===== src/rtl/pwm_timebase.sv =====
// pwm_timebase: PWM time-base counter with prescaler, up/down/up-down modes, one-shot and registered wrap pulses; PWM_TIMEBASE_SHADOW_EN shadows period/prescale
module pwm_timebase #(
  parameter int WIDTH = 16,
  parameter int PSC_W = 8
) (
  input  logic             clk,
  input  logic             rst,
  input  logic             en,
  input  logic             count_reset,
  input  logic [1:0]       mode,
  input  logic             one_shot,
  input  logic [WIDTH-1:0] period,
  input  logic [PSC_W-1:0] prescale,
  output logic [WIDTH-1:0] count_val,
  output logic             dir,
  output logic             ovf,
  output logic             unf,
  output logic             running
);
  logic [PSC_W-1:0] psc_cnt;
  logic [WIDTH-1:0] period_eff;
  logic [PSC_W-1:0] prescale_eff;
  logic [WIDTH-1:0] nxt_cnt;
  logic is_dn, is_ud, tick, step, top, bot, ev_ovf, ev_unf, eoc, nxt_dir;
  always_comb begin
    is_dn = mode == 2'b01;
    is_ud = mode == 2'b10;
    tick = psc_cnt >= prescale_eff;
    step = en && running && tick;
    top = count_val >= period_eff;
    bot = count_val == '0;
    ev_ovf = is_dn ? 1'b0 : is_ud ? (dir && top) : top;
    ev_unf = is_dn ? bot : is_ud ? (!dir && bot) : 1'b0;
    eoc = (is_dn || is_ud) ? ev_unf : ev_ovf;
    nxt_cnt = is_dn ? (bot ? period_eff : count_val - WIDTH'(1))
            : is_ud ? (ev_ovf ? ((period_eff == '0) ? '0 : period_eff - WIDTH'(1))
                     : ev_unf ? WIDTH'(1)
                     : dir ? count_val + WIDTH'(1) : count_val - WIDTH'(1))
            : (top ? '0 : count_val + WIDTH'(1));
    nxt_dir = is_dn ? 1'b0 : is_ud ? (ev_ovf ? (period_eff == '0) : ev_unf ? 1'b1 : dir) : 1'b1;
  end
`ifdef PWM_TIMEBASE_SHADOW_EN
  logic [WIDTH-1:0] period_sh;
  logic [PSC_W-1:0] prescale_sh;
  always_ff @(posedge clk or posedge rst) begin
    if (rst) begin
      period_sh <= '0;
      prescale_sh <= '0;
    end else if (count_reset || (step && eoc)) begin
      period_sh <= period;
      prescale_sh <= prescale;
    end
  end
  assign period_eff = period_sh;
  assign prescale_eff = prescale_sh;
`else
  assign period_eff = period;
  assign prescale_eff = prescale;
`endif
  always_ff @(posedge clk or posedge rst) begin
    if (rst) begin
      psc_cnt <= '0;
      count_val <= '0;
      dir <= 1'b1;
      ovf <= 1'b0;
      unf <= 1'b0;
      running <= 1'b1;
    end else if (count_reset) begin
      psc_cnt <= '0;
      count_val <= is_dn ? period : '0;
      dir <= !is_dn;
      ovf <= 1'b0;
      unf <= 1'b0;
      running <= 1'b1;
    end else begin
      ovf <= step && ev_ovf;
      unf <= step && ev_unf;
      if (en && running) psc_cnt <= tick ? '0 : psc_cnt + PSC_W'(1);
      if (step) begin
        count_val <= nxt_cnt;
        dir <= nxt_dir;
        if (one_shot && eoc) running <= 1'b0;
      end
    end
  end
endmodule

===== config.mk =====
export PLATFORM = sky130hd
export DESIGN_NAME = pwm_timebase
export DESIGN_NICKNAME = d
export VERILOG_FILES = /design/src/rtl/pwm_timebase.sv
export SDC_FILE = /design/constraint.sdc
export NUM_CORES = 1
export LEC_CHECK = 0
export BUFFER_PORTS_ARGS = -buffer_cell sky130_fd_sc_hd__buf_2
export CAP_MARGIN = 30
export CORE_ASPECT_RATIO = 0.5
export CORE_MARGIN = 4
export CORE_UTILIZATION = 45
export CTS_CLUSTER_SIZE = 8
export DETAILED_ROUTE_END_ITERATION = 10
export GPL_ROUTABILITY_DRIVEN = 0
export MAX_ROUTING_LAYER = met4
export PLACE_DENSITY = 0.65
export SYNTH_ARGS = -nofsm -noshare
export SYNTH_HDL_FRONTEND = slang
export SYNTH_SLANG_ARGS = --single-unit

===== constraint.sdc =====
create_clock -name clk -period 7.77 [get_ports clk]
set_input_delay 0.3885 -clock clk [delete_from_list [all_inputs] [get_ports clk]]
set_output_delay 0.3885 -clock clk [all_outputs]
set_load 0.05 [all_outputs]

==> impl_metrics.py <==
metrics = {
    "finish": {
        "multi_input_area_um2": 2590,
        "syn_to_final_growth_pct": 10.7,
        "utilization_pct": 52.5,
        "antenna_cells": 0,
        "n_fill_cell": 748,
        "num-nets-final": 567,
        "ff_latch_area_um2": 703,
        "stdcell_area_um2": 3950,
        "drive_gt1_share_pct": 14.7,
    },
    "floorplan": {
        "io_pins": 51,
        "die_w_um": 134,
        "die_h_um": 70.9,
        "rows": 22,
        "start_util_pct": 47.4,
        "coreArea_um2": 7510,
        "die_area_um2": 9490,
    },
    "setup_path": {
        "cpMaxStageDelayCell": "nor2_1",
        "crit_family": "simple AND/OR/NAND/NOR gates",
        "crit_chain": "ha_1 > nand4_1 > nor3_1 > nand4b_1 > a311o_1 > nor2_1 > a221oi_1 > a211oi_1",
        "crit_buf_inv": 0,
        "cp_max_fo": 11,
        "worstPathArrival_ns": 3.85,
        "max_stage_delay_ns": 0.83,
        "cp.depth": 8,
        "required_ns": 7.96,
        "worstSetupStartpointType": "register",
        "cp-end-kind": "register",
        "rr_worst_depth": 8,
        "path_class": "reg -> reg",
    },
    "clock_tree": {
        "post_cts_resize_count": 0,
        "path_clk_slew_ns": 0.09,
        "cts.path.max_buffers": 2,
        "cts_hold_repair.buffers": 0,
        "cts_buffers": 3,
        "clkSinkCount": 28,
        "clock_latency_ns": 0.28,
        "cts_tree": "built",
        "htreeDepth": 1,
        "cts-root-buf": "clkbuf_16",
        "postCtsSetupRepairBufs": 0,
    },
    "timing": {
        "hold_viol_final": 0,
        "fmax_ghz": 0.273,
        "worst_clock_skew_ns": 0.0126,
        "rsz0062_at_grt": "no",
        "holdWs_ns": 0.186,
        "worst_pin_slew_ns": 1.05,
        "setup_tns_ns": 0,
        "relSlewSlack_pct": 29.8,
        "setup_viol": 0,
        "fin_crit_sh_pct": 47.1,
        "finalMaxSlewViolations": 0,
        "timing.final.ws_setup_ns": 4.11,
        "fin_crit_ns": 3.66,
    },
    "hold_path": {
        "min_path_type": "in -> async",
    },
    "synthesis": {
        "ys_ff_latch": 28,
        "postSynthAreaPerCell_um2": 7.50,
        "synth_top_area_share_pct": 18.3,
        "synth_most_common_cell": "nand2_1",
        "synth_edf_count": 0,
        "ys_top_cells_by_area": "dfrtp_1 (18%), ha_1 (11%), xnor2_1 (8.1%), nand2_1 (5.3%), nor2_1 (4.8%)",
        "synthFlopType": "dfrtp_1",
        "ys_types": 64,
        "syn_inst": 475,
        "async_flop_share_pct": 100,
        "ys_seq_area_share_pct": 19.7,
        "yosys.area.top_type": "dfrtp_1",
        "synth_common_cells": "nand2_1 (50), nor2_1 (46), inv_1 (34)",
        "yosysWarnings": 0,
        "synth_nets": 537,
        "synth_area_um2": 3560,
    },
    "global_route": {
        "grtUsageTotal_pct": 25.6,
        "grt_max_degree": 29,
        "antenna_found_initial": 0,
        "grt_pass1_vias": 3397,
        "grt_pass1_wl_um": 18700,
        "gr-total-overflow": 0,
    },
    "route": {
        "drtPass1Iterations": 6,
        "drc_errors": 0,
        "ant_nets": 0,
        "num_vias": 3752,
        "wire_per_inst_um": 19.3,
        "viasPerCell": 6.13,
        "drtIter0Drc": 450,
        "wirelength_um": 11800,
    },
    "power": {
        "leakage_nw": 1.74,
        "power.density_nw_per_um2": 199,
        "vdd_drop_max_uv": 86.4,
    },
    "placement": {
        "pre_cts_ws_ns": 4.19,
        "dp_hpwl_um": 8660,
        "port_buffers": 50,
        "postPlaceCellArea_um2": 3840,
    },
    "flow_run": {
        "maxCapViolCount": 0,
    },
    "outcome": {
        "status": "finished clean",
    },
}
where the power goes:
part / internal (W) / switching (W)
registers: 0.000168 / 0.0000711
logic: 0.000134 / 0.000246
clock network: 0.000103 / 0.0000635
stage by stage:
stage / total power, W / std cells
global route: 0.000833 / 612
global placement: 0.000612 / 608
CTS: 0.000781 / 612
floorplan: 0.000517 / 475
finish: 0.000785 / 612
detailed placement: 0.000612 / 608
layout make-up:
type,instances,area share (%)
Clock buffer,3,1.90
Tap cell,108,3.43
Clock inverter,1,0.761
Multi-Input combinational cell,383,65.7
Inverter,36,3.43
Sequential cell,28,17.8
Timing Repair Buffer,53,6.91
per-layer routing:
| metal | global-route usage (%) | vias up | wire, um |
|---|---|---|---|
| li1 | - | 1775 | - |
| met1 | 36.6 | 1734 | 5270 |
| met2 | 37.3 | 224 | 4950 |
| met3 | 6.61 | 19 | 1430 |
| met4 | 3.19 | 0 | 167 |
| met5 | - | - | 0 |
worst paths after layout:
check | to | slack [ns] | from
worst max-delay path | count_val[9]$_DFFE_PP0P_ | 4.11 | count_val[15]$_DFFE_PP0P_
worst min-delay path | count_val[7]$_DFFE_PP0P_ | 0.19 | rst
worst max register to register | count_val[9]$_DFFE_PP0P_ | 4.11 | count_val[15]$_DFFE_PP0P_
worst min register to register | psc_cnt[7]$_DFFE_PP0P_ | 0.52 | psc_cnt[7]$_DFFE_PP0P_
max in group asynchronous | running$_DFFE_PP1P_ | 7.25 | rst
min in group clk | running$_DFFE_PP1P_ | 0.41 | one_shot
worst register-to-register path: stages, from the launching register on:
cell and delay, ns:
dfrtp_1 0.52, ha_1 0.38, nand4_1 0.17, nor3_1 0.37, nand4b_1 0.24, a311o_1 0.49
nor2_1 0.83, a221oi_1 0.25, a211oi_1 0.32
registers in the layout, indices dropped and copies added (netlist names):
signal     cells
count_val     16
psc_cnt        8
unf            1
dir            1
ovf            1
running        1
cells in the final DEF (no fill, tap or decap), types with 6 or more instances in the layout:
cell	instances
buf_2	50
o31ai_1	6
nand2b_1	8
ha_1	31
a21o_1	7
nor2_1	46
a211oi_1	11
nand3_1	18
xnor2_1	33
nor4_1	8
nand4_1	8
xor2_1	11
o21ai_0	32
a221oi_1	15
a21oi_1	21
dfrtp_1	26
nor3_1	16
inv_1	34
nand2_1	50
logic make-up (layout without fill, tap and decap cells):
logic type	count (synthesis)	count (layout)	share of synthesized area [%]
AND/OR/NAND/NOR	181	181	25.5
AO/OA/AOI/OAI	122	122	24.2
buffers and inverters	64	93	7.48
XOR/XNOR	44	44	10.8
adder cells (fa/ha/maj)	31	31	10.9
flip-flops	28	28	19.7
multiplexers	5	5	1.44
Power figures use the tool's default switching activity.
